--- config.mk ---
export PLATFORM = sky130hd
export DESIGN_NAME = mem_port_arbiter
export DESIGN_NICKNAME = d
export VERILOG_FILES = /design/src/rtl/mem_port_arbiter.sv
export SDC_FILE = /design/constraint.sdc
export NUM_CORES = 1
export LEC_CHECK = 0
export CAP_MARGIN = 20
export CORE_MARGIN = 2
export CORE_UTILIZATION = 40
export DETAILED_ROUTE_END_ITERATION = 6
export PLACE_DENSITY_LB_ADDON = 0.3
export SETUP_SLACK_MARGIN = 0.4
export SLEW_MARGIN = 20
export SYNTH_ARGS = -nofsm -noshare
export SYNTH_HDL_FRONTEND = slang
export SYNTH_SLANG_ARGS = --single-unit
--- constraint.sdc ---
create_clock -name clk -period 2.81 [get_ports clk]
set_clock_uncertainty 0.2 [all_clocks]
set_input_delay 0.4215 -clock clk [delete_from_list [all_inputs] [get_ports clk]]
set_output_delay 0.4215 -clock clk [all_outputs]
set_load 0.01 [all_outputs]
--- src/rtl/mem_port_arbiter.sv ---
// Round-robin arbiter sharing one single-port memory between instruction fetch and load/store.
// Latches the winning request, waits for mem_ready, and aborts with an error on watchdog expiry.
module mem_port_arbiter #(
  parameter int ADDR_W  = 32,
  parameter int DATA_W  = 32,
  parameter int TIMEOUT = 64
) (
  input  logic                  clk,
  input  logic                  rst_n,
  input  logic                  if_req,
  input  logic [ADDR_W-1:0]     if_addr,
  output logic                  if_gnt,
  output logic                  if_rvalid,
  output logic [DATA_W-1:0]     if_rdata,
  output logic                  if_err,
  input  logic                  ls_req,
  input  logic [ADDR_W-1:0]     ls_addr,
  input  logic [DATA_W/8-1:0]   ls_we,
  input  logic [DATA_W-1:0]     ls_wdata,
  output logic                  ls_gnt,
  output logic                  ls_rvalid,
  output logic [DATA_W-1:0]     ls_rdata,
  output logic                  ls_err,
  output logic                  mem_req,
  output logic [ADDR_W-1:0]     mem_addr,
  output logic [DATA_W/8-1:0]   mem_we,
  output logic [DATA_W-1:0]     mem_wdata,
  input  logic                  mem_ready,
  input  logic [DATA_W-1:0]     mem_rdata
);
  localparam int SW = DATA_W / 8;
  localparam int CW = (TIMEOUT > 0) ? $clog2(TIMEOUT + 1) : 1;

  typedef enum logic [1:0] {IDLE, BUSY_IF, BUSY_LS} state_t;

  state_t        state;
  logic          last_ls;
  logic [CW-1:0] wdog;
  logic          expire;

  // Ties go to whichever side did not win last time; gated by reset so no grant leaks out.
  assign if_gnt = rst_n && (state == IDLE) && if_req && (!ls_req || last_ls);
  assign ls_gnt = rst_n && (state == IDLE) && ls_req && (!if_req || !last_ls);

  // Expires on the cycle the count would reach TIMEOUT; a same-cycle mem_ready takes priority.
  assign expire = (TIMEOUT != 0) && !mem_ready && (wdog == CW'(TIMEOUT - 1));

  always_ff @(posedge clk) begin
    if (!rst_n) begin
      state     <= IDLE;
      last_ls   <= 1'b1;
      wdog      <= '0;
      if_rvalid <= 1'b0;
      if_rdata  <= '0;
      if_err    <= 1'b0;
      ls_rvalid <= 1'b0;
      ls_rdata  <= '0;
      ls_err    <= 1'b0;
      mem_req   <= 1'b0;
      mem_addr  <= '0;
      mem_we    <= '0;
      mem_wdata <= '0;
    end else begin
      if_rvalid <= 1'b0;
      ls_rvalid <= 1'b0;
      if_err    <= 1'b0;
      ls_err    <= 1'b0;
      case (state)
        IDLE: begin
          if (if_gnt) begin
            state     <= BUSY_IF;
            last_ls   <= 1'b0;
            mem_req   <= 1'b1;
            mem_addr  <= if_addr;
            mem_we    <= '0;
            mem_wdata <= '0;
            wdog      <= '0;
          end else if (ls_gnt) begin
            state     <= BUSY_LS;
            last_ls   <= 1'b1;
            mem_req   <= 1'b1;
            mem_addr  <= ls_addr;
            mem_we    <= ls_we;
            mem_wdata <= ls_wdata;
            wdog      <= '0;
          end
        end
        BUSY_IF, BUSY_LS: begin
          if (mem_ready || expire) begin
            state   <= IDLE;
            mem_req <= 1'b0;
            if (state == BUSY_IF) begin
              if_rvalid <= 1'b1;
              if_err    <= !mem_ready;
              if_rdata  <= mem_ready ? mem_rdata : '0;
            end else begin
              ls_rvalid <= 1'b1;
              ls_err    <= !mem_ready;
              ls_rdata  <= (mem_ready && (mem_we == SW'(0))) ? mem_rdata : '0;
            end
          end else if (TIMEOUT != 0) begin
            wdog <= wdog + 1'b1;
          end
        end
        default: state <= IDLE;
      endcase
    end
  end
endmodule

== Yosys cells after proc, flatten, opt, wreduce, memory -nomap -nowiden ==
Index checks and enable logic that the tools add are counted.

* Bitwise logic cells: 4
* Multiplexer cells: 23
* Magnitude comparators: 0
* $mul: 0
* $add $sub $neg: 1
* Div/mod/pow operators: 0
* Reductions and logical operators: 28
* Shifts and indexed selects: 0
* Eq/ne operators: 6

{| class="wikitable"
|+ Operators with widths
! kind !! count
|-
| $mux W32 || 6
|-
| $mux W7 || 3
|-
| $reduce_and A3 Y1 || 5
|-
| $pmux W7 S2 || 1
|-
| $mux W4 || 2
|-
| $add A7 B1 Y7 const B || 1
|-
| $eq A7 B6 Y1 const B || 1
|-
| $logic_and A1 B1 Y1 || 7
|-
| $mux W1 || 6
|-
| $mux W2 || 3
|-
| $logic_not A1 Y1 || 4
|-
| $logic_not A4 Y1 || 1
|-
| $ne A2 B2 Y1 const B || 2
|-
| $not A1 Y1 || 4
|-
| $pmux W2 S2 || 1
|-
| $reduce_and A2 Y1 || 2
|-
| $reduce_and A4 Y1 || 1
|-
| $reduce_bool A2 Y1 || 2
|-
| $reduce_or A4 Y1 || 1
|-
| $logic_or A1 B1 Y1 || 3
|-
| $ne A3 B3 Y1 const B || 1
|-
| $eq A2 B1 Y1 const B || 1
|-
| $eq A2 B2 Y1 const B || 1
|-
| $logic_not A2 Y1 || 1
|-
| 2 further kinds || 2
|}

* Output and inout bits: 139
* Latch bits: 0
* Register bits: 147
* RAM bits: 0
* Word-level logic and storage cells: 75
* Memories: 0
* Memory bits (read-only): 0
* Input port bits: 137

== Longest topological paths before layout ==
* Depth after elaboration: 7
* Gate-level depth with buffers: 8
* Gate-level depth less buffers: 6

== Least setup slack after synthesis ==
OpenSTA, ideal clock, no wires.

* Path type: reg2out
* Start: register state[0]
* End: output port if_gnt
* Arrival time: 1.406 ns
* Path buffers: 3
* Cell stages (with the launch flop): 8
* Required time: 2.189 ns
* Path slack: 0.783 ns
* Cell sequence: dfxtp_1 -> inv_1 -> ha_1 -> buf_2 -> o2111ai_1 -> clkbuf_1 -> buf_2 -> inv_1

* Cells in the longest elaborated chain, start to end: 4

{| class="wikitable"
|+ Ends and longest elaborated chain
! what !! line !! RTL
|-
| start: declaration || 36 || <nowiki>state_t state;</nowiki>
|-
| start signal: assignment || 50 || <nowiki>state <= IDLE;</nowiki>
|-
| start signal: assignment || 71 || <nowiki>state <= BUSY_IF;</nowiki>
|-
| start signal: assignment || 79 || <nowiki>state <= BUSY_LS;</nowiki>
|-
| $logic_not A2 Y1 || 42 || <nowiki>assign if_gnt = rst_n && (state == IDLE) && if_req && (!ls_req || last_ls);</nowiki>
|-
| $logic_and A1 B1 Y1 (3 in a row) || 42 ||
|-
| end: declaration || 12 || <nowiki>output logic if_gnt,</nowiki>
|}

Every way passes these cells.

== Worst setup path after layout ==
Same ends and word-level chain as after synthesis.

==> run metrics <==
Net Count, Synth 678; H-tree depth 4; via count 5258; number of standard cells after synthesis 538; endpoints failing setup 0; slack of the worst reg-to-reg path 0.63 ns; biggest cell delay along the critical path 0.53 ns; type of origin of the critical path flop; max_slew headroom 0.525; power density over the cells 689 nW/um2; highest ir drop seen on vdd 0.403 mV; crit path capture type output pin; Avg Cell Area, Syn 9.91 um2; crit path buf inv count 3; Worst Hold Path EP wdog[6]$_SDFFE_PN0P_; leakage 0.00324 uW; Chip Height 119 um; Cell variety after synth 47; vias in the first global route 5304; RSZ-0062 raised after global routing no; share of flip-flops with an asynchronous set or reset after synthesis 0; DR iter-0 viols 372; fillcell total 1075; area used by multi-input combinational logic 2150 um2; cell-by-cell listing of the critical path inv_2, ha_4, o2111ai_4, inv_1, clkdlybuf4s50_1; path depth of the worst reg2reg path 5; initial core utilization 0.406; CP Max Fanout 3; sequential share of the synthesized area 0.552; status finished clean; number of CTS-inserted buffers 17; die area 14300 um2; routed vias/inst 5.31; Worst-Skew Late Latency 0.41 ns; Register Area 2940 um2; signal arrival time at the worst endpoint 1.69 ns; final RePlAce weighted congestion 0.857; flop and latch count out of synthesis 147; CTS sink cnt 147; post-route clock period utilization 0.823; fraction of layout cells with a size suffix above 1 0.103; Slew Viols, Final 0; total routing resource utilization after global routing 0.236; number of buffers on the longest clock path 2; CP max stage cell sky130_fd_sc_hd__clkdlybuf4s50_1; fmax 433 MHz; die width 119 um; number of iterations in the first detailed-routing pass 5; Post-DP HPWL 12000 um; DRC 0; Largest delay share family, worst path buffers and inverters; number of antenna violations at the first check in global routing 0; critical path type flop to output pin; cell depth of the worst min-delay path 2; antenna violation net count after detailed routing 0; post-layout minimum cycle time 2.31 ns; total number of yosys warnings 0; Primary FF master, synth sky130_fd_sc_hd__dfxtp_1; first-pass GRT wire length 27000 um; port bufs 275; average wire per standard cell 17.2 um; number of enable flip-flop cells after synthesis 0; Post-DP Area 8180 um2; CTS tree yes; max_cap viols 0; I/O pin count 276; final routed wirelength across all metal layers 17000 um; Levels on crit path 5; overflow left after global routing 0; hold buffer count at CTS 0; critical path required time 2.19 ns; post-route design area 8770 um2; FP Rows 42; cell at the root of the clock tree sky130_fd_sc_hd__clkbuf_16; layout net count 941; growth of design area from synthesis to finish 64.4%; endpoints failing hold 0; post-synthesis instance area 5330 um2; number of antenna repair diodes 0; Reg clk slew, reported paths 0.06 ns; startpoint of the worst hold path wdog[6]$_SDFFE_PN0P_; final-layout setup total negative slack 0 ns; pin count of the biggest net entering global routing 70; area of the core 13100 um2; class of the tightest hold or removal check flop to flop; capture instance of the worst register-to-register path ls_rdata[9]$_SDFFE_PN0P_; beginning of the worst register-to-register path wdog[0]$_SDFFE_PN0P_; Worst-Margin Slew 0.713 ns
-- repair_timing --
item,in CTS,in global routing
endpoints found under the setup margin,2,2
resized for setup,4,4
buffers inserted,1,0
-- metal layers --
layer	global-route usage	share of wire	vias to the layer above
met5	0	0	-
met4	0.0875	0.022	0
met3	0.0805	0.085	30
met2	0.403	0.49	257
met1	0.274	0.40	2471
li1	-	-	2500
-- how the worst max path moves through the flow --
stage / start / slack (ns) / to
after floorplan: state[0]$_SDFFE_PN0P_ / 0.78 / if_gnt
after global placement: rst_n / 0.34 / if_rdata[0]$_SDFFE_PN0P_
after detailed placement: if_req / 0.26 / mem_addr[13]$_SDFFE_PN0P_
after CTS: rst_n / 0.41 / ls_gnt
after global routing: state[0]$_SDFFE_PN0P_ / 0.42 / if_gnt
final: state[0]$_SDFFE_PN0P_ / 0.50 / if_gnt
-- cell usage after synthesis, types with 3 or more instances --
master | number | area share
sky130_fd_sc_hd__ha_1 | 3 | 0.0070
sky130_fd_sc_hd__nor3_1 | 3 | 0.0028
sky130_fd_sc_hd__nor2_1 | 38 | 0.027
sky130_fd_sc_hd__a22o_2 | 28 | 0.053
sky130_fd_sc_hd__inv_1 | 6 | 0.0042
sky130_fd_sc_hd__buf_6 | 4 | 0.0084
sky130_fd_sc_hd__a21o_1 | 3 | 0.0042
sky130_fd_sc_hd__a22oi_1 | 36 | 0.051
sky130_fd_sc_hd__nand3_1 | 3 | 0.0028
sky130_fd_sc_hd__and3_1 | 3 | 0.0035
sky130_fd_sc_hd__a21oi_1 | 8 | 0.0075
sky130_fd_sc_hd__dfxtp_1 | 147 | 0.55
sky130_fd_sc_hd__o21ai_0 | 41 | 0.038
sky130_fd_sc_hd__buf_4 | 4 | 0.0056
sky130_fd_sc_hd__clkbuf_1 | 21 | 0.015
sky130_fd_sc_hd__a22o_1 | 36 | 0.059
sky130_fd_sc_hd__a31oi_1 | 34 | 0.040
sky130_fd_sc_hd__buf_2 | 12 | 0.011
sky130_fd_sc_hd__nand2_1 | 75 | 0.053
-- worst reg2reg max path, delay by kind of cell (launching register included) --
family	cells	cell delay, ns
compound gates	3	0.89
fa+ha+maj	1	0.27
flops	1	0.40
simple gates	1	0.31
-- flip-flops by register name, indices dropped and copies added (netlist names) --
signal,count
if_rvalid,1
ls_err,1
if_err,1
mem_addr,32
last_ls,1
mem_req,1
mem_we,4
mem_wdata,32
wdog,7
ls_rvalid,1
if_rdata,32
ls_rdata,32
state,2
-- kinds of logic (layout without fill, tap and decap cells) --
group / after synthesis / in the layout / share of synthesized area
and+or+nand+nor: 135 / 135 / 0.111
DFF: 147 / 147 / 0.552
buffers and inverters: 52 / 328 / 0.0516
muxes: 1 / 1 / 0.00188
adders and majority gates: 3 / 3 / 0.00704
AOI/OAI and AO/OA: 200 / 200 / 0.277
-- stage by stage --
| step | instances | power (uW) | setup slack [ns] | utilization | hold WS (ns) |
|---|---|---|---|---|---|
| after floorplan | 538 | 3150 | 0.783 | - | 0.215 |
| after global placement | 957 | 3880 | 0.336 | 0.623 | 0.231 |
| after detailed placement | 957 | 3920 | 0.261 | 0.623 | 0.242 |
| after CTS | 990 | 6080 | 0.411 | 0.667 | 0.251 |
| after global routing | 990 | 6340 | 0.419 | 0.667 | 0.284 |
| final | 990 | 6050 | 0.498 | 0.667 | 0.255 |
-- power by group --
group / internal (uW) / switching [uW] / leakage (uW)
logic: 782 / 703 / 0.00178
registers: 2300 / 124 / 0.00119
clock network: 1260 / 869 / 0.000260
-- placed cells by master, fill, tap and decap left out, types with 2 or more instances in the layout --
cell,synthesis,final
sky130_fd_sc_hd__a21o_1,3,3
sky130_fd_sc_hd__a21oi_1,8,8
sky130_fd_sc_hd__a22o_1,36,36
sky130_fd_sc_hd__a22o_2,28,28
sky130_fd_sc_hd__a22oi_1,36,36
sky130_fd_sc_hd__a31oi_1,34,34
sky130_fd_sc_hd__and3_1,3,3
sky130_fd_sc_hd__buf_4,4,12
sky130_fd_sc_hd__clkbuf_16,0,17
sky130_fd_sc_hd__clkbuf_8,2,2
sky130_fd_sc_hd__clkdlybuf4s50_1,0,271
sky130_fd_sc_hd__clkinv_2,0,3
sky130_fd_sc_hd__clkinvlp_4,0,6
sky130_fd_sc_hd__dfxtp_1,147,147
sky130_fd_sc_hd__dlygate4sd2_1,0,2
sky130_fd_sc_hd__dlymetal6s2s_1,0,2
sky130_fd_sc_hd__ha_1,3,2
sky130_fd_sc_hd__inv_1,6,4
sky130_fd_sc_hd__inv_2,2,4
sky130_fd_sc_hd__nand2_1,75,75
sky130_fd_sc_hd__nand3_1,3,3
sky130_fd_sc_hd__nand4_1,2,2
sky130_fd_sc_hd__nor2_1,38,38
sky130_fd_sc_hd__nor3_1,3,3
sky130_fd_sc_hd__o21a_1,2,2
sky130_fd_sc_hd__o21ai_0,41,41
sky130_fd_sc_hd__o32ai_1,2,2
-- cell type report --
class                   count  share of cell area
flip-flops and latches    147               0.336
clock buffers              20              0.0521
repair buffers            288               0.327
multi-input cells         339               0.245
inverters                   8             0.00342
well taps                 176              0.0251
clock inverters            12              0.0123
Power figures use the tool's default switching activity.
